==> config.mk <==
export PLATFORM = sky130hd
export DESIGN_NAME = lfsr_galois_param
export DESIGN_NICKNAME = d
export VERILOG_FILES = /design/src/rtl/lfsr_galois_param_pkg.sv /design/src/rtl/lfsr_step.sv /design/src/rtl/lfsr_galois_param.sv
export SDC_FILE = /design/constraint.sdc
export NUM_CORES = 1
export LEC_CHECK = 0
export BUFFER_PORTS_ARGS = -buffer_cell sky130_fd_sc_hd__buf_2
export CORE_UTILIZATION = 54
export DETAILED_ROUTE_END_ITERATION = 10
export GPL_ROUTABILITY_DRIVEN = 0
export PLACE_DENSITY = 0.78
export SETUP_SLACK_MARGIN = 0.15
export SKIP_LAST_GASP = 1
export SYNTH_ARGS = -nofsm -noshare
export SYNTH_HDL_FRONTEND = slang
export SYNTH_SLANG_ARGS = --single-unit
export TNS_END_PERCENT = 10
==> constraint.sdc <==
create_clock -name clk -period 2.3 [get_ports clk]
set_input_delay 0.115 -clock clk [delete_from_list [all_inputs] [get_ports clk]]
set_output_delay 0.115 -clock clk [all_outputs]
set_load 0.1 [all_outputs]
==> src/rtl/lfsr_galois_param_pkg.sv <==
`default_nettype none
// ============================================================================
// Module   : lfsr_galois_param_pkg
// Brief    : Default primitive feedback taps per width (3..32) and seed constant.
// Revision : 1.0
// ============================================================================
package lfsr_galois_param_pkg;

    localparam int unsigned MAX_WIDTH = 32;

    localparam logic [MAX_WIDTH-1:0] SEED_ONES = '1;

    // Bit i set = coefficient of x^i in a primitive polynomial of degree w.
    function automatic logic [MAX_WIDTH-1:0] default_taps(input int unsigned w);
        logic [MAX_WIDTH-1:0] t;
        case (w)
            3:       t = 32'h0000_0002;
            4:       t = 32'h0000_0002;
            5:       t = 32'h0000_0004;
            6:       t = 32'h0000_0002;
            7:       t = 32'h0000_0002;
            8:       t = 32'h0000_0070;
            9:       t = 32'h0000_0010;
            10:      t = 32'h0000_0008;
            11:      t = 32'h0000_0004;
            12:      t = 32'h0000_0052;
            13:      t = 32'h0000_001A;
            14:      t = 32'h0000_0442;
            15:      t = 32'h0000_0002;
            16:      t = 32'h0000_100A;
            17:      t = 32'h0000_0008;
            18:      t = 32'h0000_0080;
            19:      t = 32'h0000_0026;
            20:      t = 32'h0000_0008;
            21:      t = 32'h0000_0004;
            22:      t = 32'h0000_0002;
            23:      t = 32'h0000_0020;
            24:      t = 32'h0000_0086;
            25:      t = 32'h0000_0008;
            26:      t = 32'h0000_0046;
            27:      t = 32'h0000_0026;
            28:      t = 32'h0000_0008;
            29:      t = 32'h0000_0004;
            30:      t = 32'h0000_0052;
            31:      t = 32'h0000_0008;
            32:      t = 32'h0040_0006;
            default: t = 32'h0000_0002;
        endcase
        return t;
    endfunction

endpackage
`default_nettype wire

==> src/rtl/lfsr_step.sv <==
`default_nettype none
// ============================================================================
// Module   : lfsr_step
// Brief    : Combinational Galois shift-left next-state function.
// Revision : 1.0
// ============================================================================
module lfsr_step #(
    parameter int unsigned      WIDTH = 6,
    parameter logic [WIDTH-1:0] TAPS  = 6'b000010
) (
    input  logic [WIDTH-1:0] state_i,
    output logic [WIDTH-1:0] next_o
);

    always_comb begin
        next_o[0] = state_i[WIDTH-1];
        for (int i = 1; i < int'(WIDTH); i++) begin
            next_o[i] = state_i[i-1] ^ (state_i[WIDTH-1] & TAPS[i]);
        end
    end

endmodule
`default_nettype wire

==> src/rtl/lfsr_galois_param.sv <==
`default_nettype none
// ============================================================================
// Module   : lfsr_galois_param
// Brief    : Handshaked Galois LFSR with zero-state recovery and period measure.
// Revision : 1.0
// ============================================================================
module lfsr_galois_param
    import lfsr_galois_param_pkg::*;
#(
    parameter int unsigned      WIDTH        = 6,
    parameter logic [WIDTH-1:0] TAPS         = WIDTH'(default_taps(WIDTH)),
    parameter logic [WIDTH-1:0] SEED_DEFAULT = WIDTH'(SEED_ONES)
) (
    input  logic             clk,
    input  logic             rst,
    input  logic             en_i,
    input  logic             load_i,
    input  logic [WIDTH-1:0] seed_i,
    input  logic             out_ready_i,
    output logic [WIDTH-1:0] q_o,
    output logic             out_valid_o,
    output logic             lockup_o,
    output logic             period_done_o,
    output logic [WIDTH-1:0] period_o
);

    logic [WIDTH-1:0] state_q, state_d;
    logic [WIDTH-1:0] start_q, start_d;
    logic [WIDTH-1:0] cnt_q, cnt_d;
    logic [WIDTH-1:0] period_q, period_d;
    logic             valid_q, valid_d;
    logic             armed_q;
    logic             lockup_q, lockup_d;
    logic             pdone_q, pdone_d;

    logic [WIDTH-1:0] w_step;
    logic [WIDTH-1:0] w_cnt_inc;
    logic             w_xfer;

    lfsr_step #(
        .WIDTH (WIDTH),
        .TAPS  (TAPS)
    ) u_step (
        .state_i (state_q),
        .next_o  (w_step)
    );

    assign w_xfer    = en_i & valid_q & out_ready_i;
    assign w_cnt_inc = (cnt_q == '1) ? cnt_q : cnt_q + WIDTH'(1);

    // Priority: load, then zero-state recovery, then a handshake transfer.
    always_comb begin
        state_d  = state_q;
        start_d  = start_q;
        cnt_d    = cnt_q;
        period_d = period_q;
        lockup_d = 1'b0;
        pdone_d  = 1'b0;
        valid_d  = armed_q;
        if (load_i) begin
            valid_d = 1'b0;
            if (seed_i == '0) begin
                state_d  = SEED_DEFAULT;
                lockup_d = 1'b1;
            end else begin
                state_d = seed_i;
            end
            start_d = state_d;
            cnt_d   = '0;
        end else if (state_q == '0) begin
            state_d  = SEED_DEFAULT;
            start_d  = SEED_DEFAULT;
            cnt_d    = '0;
            lockup_d = 1'b1;
        end else if (w_xfer) begin
            state_d = w_step;
            if (w_step == start_q) begin
                period_d = w_cnt_inc;
                pdone_d  = 1'b1;
                cnt_d    = '0;
            end else begin
                cnt_d = w_cnt_inc;
            end
        end
    end

    // armed_q delays out_valid by one extra edge after reset release.
    always_ff @(posedge clk or posedge rst) begin
        if (rst) begin
            state_q  <= SEED_DEFAULT;
            start_q  <= SEED_DEFAULT;
            cnt_q    <= '0;
            period_q <= '0;
            valid_q  <= 1'b0;
            armed_q  <= 1'b0;
            lockup_q <= 1'b0;
            pdone_q  <= 1'b0;
        end else begin
            state_q  <= state_d;
            start_q  <= start_d;
            cnt_q    <= cnt_d;
            period_q <= period_d;
            valid_q  <= valid_d;
            armed_q  <= 1'b1;
            lockup_q <= lockup_d;
            pdone_q  <= pdone_d;
        end
    end

    assign q_o           = state_q;
    assign out_valid_o   = valid_q;
    assign lockup_o      = lockup_q;
    assign period_done_o = pdone_q;
    assign period_o      = period_q;

endmodule
`default_nettype wire

# After elaboration in Yosys (flattened, before gate mapping)
# Cells that the tools add are included.
# word_totals
ff_bits	28
output_inout_bits	15
word_cells	40
# op_classes
n_addsub	1
bitwise	5
eq_ne	2
n_reduce_logical	5
n_mux	19
# op_table
op	n
6-bit two-way mux	11
6-bit logical NOT	2
1-bit two-way mux	8
6-bit by 1-bit adder with 6-bit output (second input constant)	1
6-bit equality test	1
6-bit equality test (second input constant)	1
4-bit AND reduction	1
3-bit nonzero test	1
1-bit bitwise AND	2
1-bit NOT	2
2-bit nonzero test	1
1-bit bitwise XOR	1

# Logic depth before layout (Yosys ltp)
# Gate-level depths: netlist of run 1.
# logic_depth
word_depth	6
depth_mapped	6

# Hierarchy
# From an unflattened synthesis of run 1, not the netlist that was laid out.
# unflattened
cells_unflattened	144
area_unflattened_um2	1420.1
# by_module_without_submodules
mod	seq_area_each_um2	cells_each	area_each_um2	instances
lfsr_galois_param	715.7	138	1373.8	1
lfsr_step	0.0	6	46.3	1

# Worst setup path after synthesis of run 1
# OpenSTA, ideal clock, no wires.
# synth_path
path_type	register to register
startpoint	reg valid_q (netlist: out_valid_o)
endpoint	reg period_q[0] (netlist: period_o[0])
path_buffers	0
path_stages_with_launch	5
required_ns	2.174
slack_ns	0.127
arrival_time_ns	2.047
setup_ns	0.126
cell_sequence	dfrtp_1 nand3_1 a211o_2 nor2_4 mux2_4
# synth_via
elab_chain_len	3
# synth_lines
item	line	rtl
start, declared	lfsr_galois_param.sv:31	logic valid_q, valid_d;
start signal, assigned	lfsr_galois_param.sv:103	valid_q <= valid_d;
1-bit bitwise AND (2 in a row)	lfsr_galois_param.sv:48	assign w_xfer = en_i & valid_q & out_ready_i;
4-bit AND reduction (no line)	-	
end signal, assigned	lfsr_galois_param.sv:102	period_q <= period_d;
end, declared	lfsr_galois_param.sv:30	logic [WIDTH-1:0] period_q, period_d;
# No other way between the ends.
# A chain may end at the register's enable or synchronous reset.

# Final worst setup path of run 1
# layout_path
startpoint	reg state_q[5] (netlist: q_o[5])
endpoint	reg period_q[5] (netlist: period_o[5])
# layout_via
elab_chain_len	3
word_cells_on_any_way	5
# layout_lines
item	line	rtl
start, declared	lfsr_galois_param.sv:27	logic [WIDTH-1:0] state_q, state_d;
start signal, assigned	lfsr_galois_param.sv:99	state_q <= state_d;
1-bit bitwise XOR or 6-bit logical NOT (tied branches)	lfsr_step.sv:18, lfsr_galois_param.sv:70	
6-bit equality test or 1-bit NOT (tied branches)	-	
4-bit AND reduction (no line) *	-	
# Mark *: on every way between the ends. The rest lies on a longest branch, timed or not.

==> impl_metrics.csv, run 1 <==
group,metric,value,unit
power_and_ir_drop,leakage,0.000745,uW
clock_tree,numCtsBuffers,3,
worst_hold_path,worstHoldEndpoint,"out_valid_o$_DFF_PP0_",
logic_synthesis,synthAdderAreaFrac,0.875,%
grt,grt_pass1_vias,1070,
setup_path,cp-start-kind,"register",
logic_synthesis,netlist_area,1430,um^2
grt,grt_max_degree,17,
finish,nets,184,
worst_hold_path,whs_path_depth,2,
power_and_ir_drop,vdd_drop_max,528,uV
setup_path,cp_max_fo,6,
power_and_ir_drop,powerDensity,662,nW/um^2
logic_synthesis,synth_top_area_share,28.0,%
placement,portBuffers,25,
setup_path,ff2ff_setup_slack,0.43,ns
die,start_util,57.2,%
logic_synthesis,synth_compound_area_share,12.7,%
route,ant_nets,0,
route,vias_per_cell,5.46,
finish,n_antenna_cell,0,
setup_path,r2r-end,"period_o[5]$_DFFE_PP0P_",
finish,area_delta_synth_final,15.1,%
die,core,2500,um^2
logic_synthesis,synth_xor_area_share,5.95,%
sta,setup_tns,0,ns
power_and_ir_drop,power_frac_comb,26.3,%
logic_synthesis,synth_flop_cell,"dfrtp_1",
logic_synthesis,synth_mux_area_share,7.09,%
logic_synthesis,synth_top_family_by_area,"simple AND/OR/NAND/NOR gates",
power_and_ir_drop,power.share.clock,21.3,%
clock_tree,root_buffer,"clkbuf_4",
setup_path,critPathKind,"reg -> reg",
route,drt_iter0_drc,9,
logic_synthesis,syn_nets,153,
setup_path,r2r_cells,5,
clock_tree,clk_pin_slew,0.14,ns
sta,rsz0062_at_grt,"no",
logic_synthesis,ys_ff_latch,28,
power_and_ir_drop,p_sw,389,uW
worst_hold_path,hold_class,"in -> reg",
die,ios,26,
power_and_ir_drop,swShare,35.7,%
logic_synthesis,netlist_top_cells_area,"dfrtp_1 (28%), dfstp_2 (22%), nor2_1 (6.0%)",
die,die_area,2860,um^2
route,drt-pass1-iter-count,4,
grt,grt_pass1_wl,4700,um
logic_synthesis,synth.most_common_cell,"nor2_1",
setup_path,cp.required,2.52,ns
sta,hold_violations,0,
route,vias,1098,
logic_synthesis,yosysWarnings,0,
sta,fin_crit,1.87,ns
placement,dp_slack,0.447,ns
logic_synthesis,synth_top_cell_by_area,"dfrtp_1",
grt,grtUsageTotal,22.9,%
grt,antenna_found_initial,0,
logic_synthesis,netlist-cell-type-count,38,
sta,timing.final.ws_setup,0.429,ns
clock_tree,cts_buffer_depth,2,
route,route.detailed.drc,0,
setup_path,r2r-start,"q_o[5]$_DFFE_PP1P_",
grt,grt_overflow_total,0,
sta,setup_viol,0,
logic_synthesis,syn_area_per_cell,10.1,um^2
setup_path,cp-end-kind,"register",
sta,min_period_over_period,81.3,%
clock_tree,cts_tree,"built",
clock_tree,htree_num_levels,1,
clock_tree,clkLatencyLatePin,0.31,ns
logic_synthesis,ys_async_sr_fraction,100,%
logic_synthesis,synthTopCellsByCount,"nor2_1 (23), dfrtp_1 (16), nand2_1 (16)",
logic_synthesis,synth-edff-count,0,
setup_path,cp_top_family,"flip-flops",
sta,holdWs,0.0210,ns
clock_tree,postCtsSetupBuffers,0,
power_and_ir_drop,seq_power_share,52.4,%
setup_path,cp_num_buf_inv,0,
logic_synthesis,synthSimpleGateAreaFrac,21.4,%
power_and_ir_drop,intPower,701,uW
route,wl_per_cell,13.8,um
logic_synthesis,netlist_instances,141,
sta,tightest_slew,0.588,ns
sta,drv_slew,0,
setup_path,arrival,2.09,ns
sta,relSlewSlack,60.8,%
sta,max_freq,535,MHz
setup_path,cp_cell_sequence,"xor2_2, xnor2_2, nand3_2, nor2_4, mux2_4",
finish,drive_gt1_share,36.3,%
die,rows,18,
finish,fillerInstances,206,
setup_path,crit_slowest_cell,"dfstp_2",
outcome,outcome,"finished clean",
worst_hold_path,min_from,"load_i",
run,cap_violations,0,
route,routed_wl,2770,um
setup_path,slowest_delay,0.64,ns
die,die_h,53.5,um
placement,dpl.hpwl,2180,um
clock_tree,clock_sinks,28,
die,die_x,53.5,um
sta,fin_skew,0.00152,ns
logic_synthesis,ys_seq_area_share,50.0,%
power groups by stage:
stage / Combinational [uW] / Sequential (uW) / Clock [uW]
after floorplan: 101 / 708 / 0
after global placement: 283 / 577 / 0
after detailed placement: 287 / 580 / 0
after CTS: 289 / 571 / 242
after global routing: 306 / 576 / 258
final: 287 / 571 / 232
stage by stage:
step	total power (uW)	area [um^2]	util [%]	std cells
finish	1090	1650	65.9	201
global route	1140	1650	65.9	201
CTS	1100	1650	65.9	201
detailed placement	867	1600	64.0	196
global placement	859	1600	64.0	196
floorplan	810	1430	-	141
cells in the final DEF, fill, tap and decap left out, types with 3 or more instances in the layout:
master	count
nor2b_1	3
a21oi_1	9
o21ai_0	11
dfstp_2	12
clkbuf_4	3
mux2_4	4
inv_1	4
nand3_1	5
dfrtp_1	15
nand2_1	16
buf_2	25
nor2_1	23
xor2_1	5
mux2i_1	3
layout make-up:
class | count | area [um^2] | area share [%]
flip-flops and latches | 28 | 717 | 43.5
multi-input cells | 107 | 691 | 41.9
repair buffers | 28 | 150 | 9.12
well taps | 30 | 37.5 | 2.28
clock buffers | 4 | 36.3 | 2.20
inverters | 4 | 15.0 | 0.912
worst register-to-register path: stages, from the launching register on:
cell     delay [ns]
dfstp_2        0.64
xor2_2         0.22
xnor2_2        0.18
nand3_2        0.16
nor2_4         0.26
mux2_4         0.32
repair_timing:
item                      CTS  global route
hold endpoints to repair    3             0
gates resized for setup     0             0
hold buffers                1             0
cells by family (layout without fill, tap and decap cells):
logic type                 Yosys count  after routing
DFF                                 28             28
muxes                                8              8
and+or+nand+nor                     62             62
xor gates and xnor gates             8              8
buffers and inverters                6             36
adders and majority gates            1              1
AOI/OAI and AO/OA                   27             27
other                                1              1
worst max-delay path by stage:
stage	endpoint	slack, ns	startpoint	depth (start not counted)
floorplan	period_o[0]$_DFFE_PP0P_	0.16	q_o[5]$_DFFE_PP1P_	5
global placement	period_o[1]$_DFFE_PP0P_	0.51	q_o[5]$_DFFE_PP1P_	5
detailed placement	period_o[1]$_DFFE_PP0P_	0.45	q_o[5]$_DFFE_PP1P_	5
CTS	period_o[5]$_DFFE_PP0P_	0.43	q_o[5]$_DFFE_PP1P_	5
global route	period_o[0]$_DFFE_PP0P_	0.33	q_o[5]$_DFFE_PP1P_	5
finish	period_o[5]$_DFFE_PP0P_	0.43	q_o[5]$_DFFE_PP1P_	5
state kept, by name, summed over array words and instances, names as in the netlist:
name / cells
out_valid_o: 1
cnt_q: 6
armed_q: 1
q_o: 6
period_o: 6
start_q: 6
lockup_o: 1
period_done_o: 1
per-layer routing:
layer | GRT usage, % | share of wire, %
met5 | 0 | 0
met4 | 7.89 | 0.69
met3 | 4.02 | 2.4
met2 | 40.6 | 53
met1 | 27.4 | 44
Note: power is estimated with default switching activity, not from simulation.
==> run 2: changes to the inputs <==
- clock period: 2.3 -> 1.8 ns (I/O delays scaled with it)
==> impl_metrics.csv, run 2 (synthesis results as in run 1) <==
group,metric,value,unit
sta,min_period_over_period,98.7,%
setup_path,cp_num_buf_inv,1,
finish,n_antenna_cell,0,
setup_path,cp-start-kind,"register",
grt,met3_usage,2.59,%
finish,multi_input_area,716,um^2
route,vias,1134,
placement,dp_slack,0.0146,ns
finish,nets,197,
grt,grtUsageMet1,29.2,%
die,rows,18,
setup_path,cp_top_family,"flip-flops",
sta,holdWs,0.0306,ns
finish,most-common-layout-cells,"buf_2 (25), nor2_1 (23), nand2_1 (16), dfrtp_1 (15), buf_4 (14)",
placement,portBuffers,25,
grt,grtUsageTotal,25.3,%
die,die_area,2860,um^2
clock_tree,numCtsBuffers,3,
finish,regArea,739,um^2
finish,drive_gt1_share,41.3,%
setup_path,arrival,2.04,ns
setup_path,cp-end-kind,"register",
clock_tree,cts_buffer_depth,2,
setup_path,r2r_cells,6,
outcome,outcome,"finished clean",
worst_hold_path,whs_path_depth,3,
setup_path,slowest_delay,0.70,ns
sta,tightest_slew,0.586,ns
route,drt_iter0_drc,11,
sta,drv_slew,0,
power_and_ir_drop,vdd_drop_max,746,uV
finish,fillerInstances,182,
setup_path,ff2ff_setup_slack,0.02,ns
grt,grt_max_degree,17,
sta,rsz0062_at_grt,"yes",
sta,setup_viol,0,
clock_tree,clock_sinks,28,
power_and_ir_drop,powerDensity,816,nW/um^2
grt,grt_overflow_total,0,
die,ios,26,
setup_path,cp.required,2.07,ns
worst_hold_path,hold_class,"in -> reg",
finish,fin_area,1790,um^2
setup_path,cp.depth,6,
route,route.detailed.drc,0,
sta,max_freq,563,MHz
run,cap_violations,0,
setup_path,crit_slowest_cell,"dfstp_4",
sta,fin_skew,0.00905,ns
die,die_x,53.5,um
route,routed_wl,3080,um
route,vias_per_cell,5.30,
grt,grt_pass1_vias,1194,
finish,final_common_cell,"buf_2",
clock_tree,clkLatencyLatePin,0.33,ns
clock_tree,htree_num_levels,1,
setup_path,cp_max_fo,5,
sta,fin_crit,1.78,ns
finish,area_delta_synth_final,25.5,%
grt,gr-max-usage-layer,"met2",
placement,placed_area,1710,um^2
clock_tree,root_buffer,"clkbuf_4",
die,die_h,53.5,um
grt,gr-usage-met2,46.7,%
die,core,2500,um^2
route,wl_per_cell,14.4,um
grt,grt_pass1_wl,5110,um
setup_path,critPathKind,"reg -> reg",
grt,antenna_found_initial,0,
route,drt-pass1-iter-count,4,
power_and_ir_drop,finalPower,1460,uW
power_and_ir_drop,leakage,0.000815,uW
placement,dpl.hpwl,2330,um
sta,hold_violations,0,
route,ant_nets,0,
clock_tree,clk_pin_slew,0.15,ns
sta,relSlewSlack,60.9,%
setup_path,cp_cell_sequence,"xor2_4, xnor2_2, nand3_2, nor2_4, buf_4, mux2i_1",
sta,timing.final.ws_setup,0.0234,ns
die,start_util,57.2,%
clock_tree,cts_tree,"built",
[run 2: area by class of cell]
cell class | instances | share of cell area (%)
clock buffers | 4 | 2.02
inverters | 4 | 0.837
multi-input cells | 107 | 39.9
flip-flops and latches | 28 | 41.2
well taps | 30 | 2.09
repair buffers | 41 | 13.9
[run 2: worst register-to-register path, delay by kind of cell, from the launching register on]
family / cells / cell delay (ns)
xor gates and xnor gates: 2 / 0.34
buffers and inverters: 1 / 0.16
and+or+nand+nor: 2 / 0.32
DFF: 1 / 0.70
muxes: 1 / 0.20
[run 2: routing by layer]
metal,share of wire (%),vias to the layer above
li1,-,559
met1,42,549
met2,54,21
met3,2.2,5
met4,1.2,0
met5,0,-
[run 2: final timing paths]
check	start	to
worst min register to register	armed_q$_DFF_PP0_	out_valid_o$_DFF_PP0_
min in group asynchronous	rst	period_done_o$_DFF_PP0_
worst max-delay path	q_o[5]$_DFFE_PP1P_	period_o[4]$_DFFE_PP0P_
worst min-delay path	seed_i[3]	start_q[3]$_DFFE_PP1P_
worst max register to register	q_o[5]$_DFFE_PP1P_	period_o[4]$_DFFE_PP0P_
max in group asynchronous	rst	period_o[5]$_DFFE_PP0P_
[run 2: power breakdown]
group / switching [uW] / leakage [uW] / internal (uW) / total [uW]
Sequential: 45.7 / 0.000336 / 699 / 744
Combinational: 292 / 0.000458 / 119 / 411
Clock: 185 / 0.0000210 / 124 / 309
[run 2: per-stage QoR]
step	setup TNS, ns	util [%]	std cells
2_1_floorplan	-0.641	-	141
3_3_place_gp	0	68.4	205
3_5_place_dp	0	68.4	205
4_1_cts	0	71.5	214
5_1_grt	-0.136	71.8	214
6_report	0	71.8	214
[run 2: timing repair]
item / 4_1_cts / 5_1_grt
setup buffers: 3 / 0
endpoints found under the hold margin: 5 / 0
gates resized for setup: 0 / 1
endpoints found under the setup margin: 20 / 26
hold buffers: 2 / 0
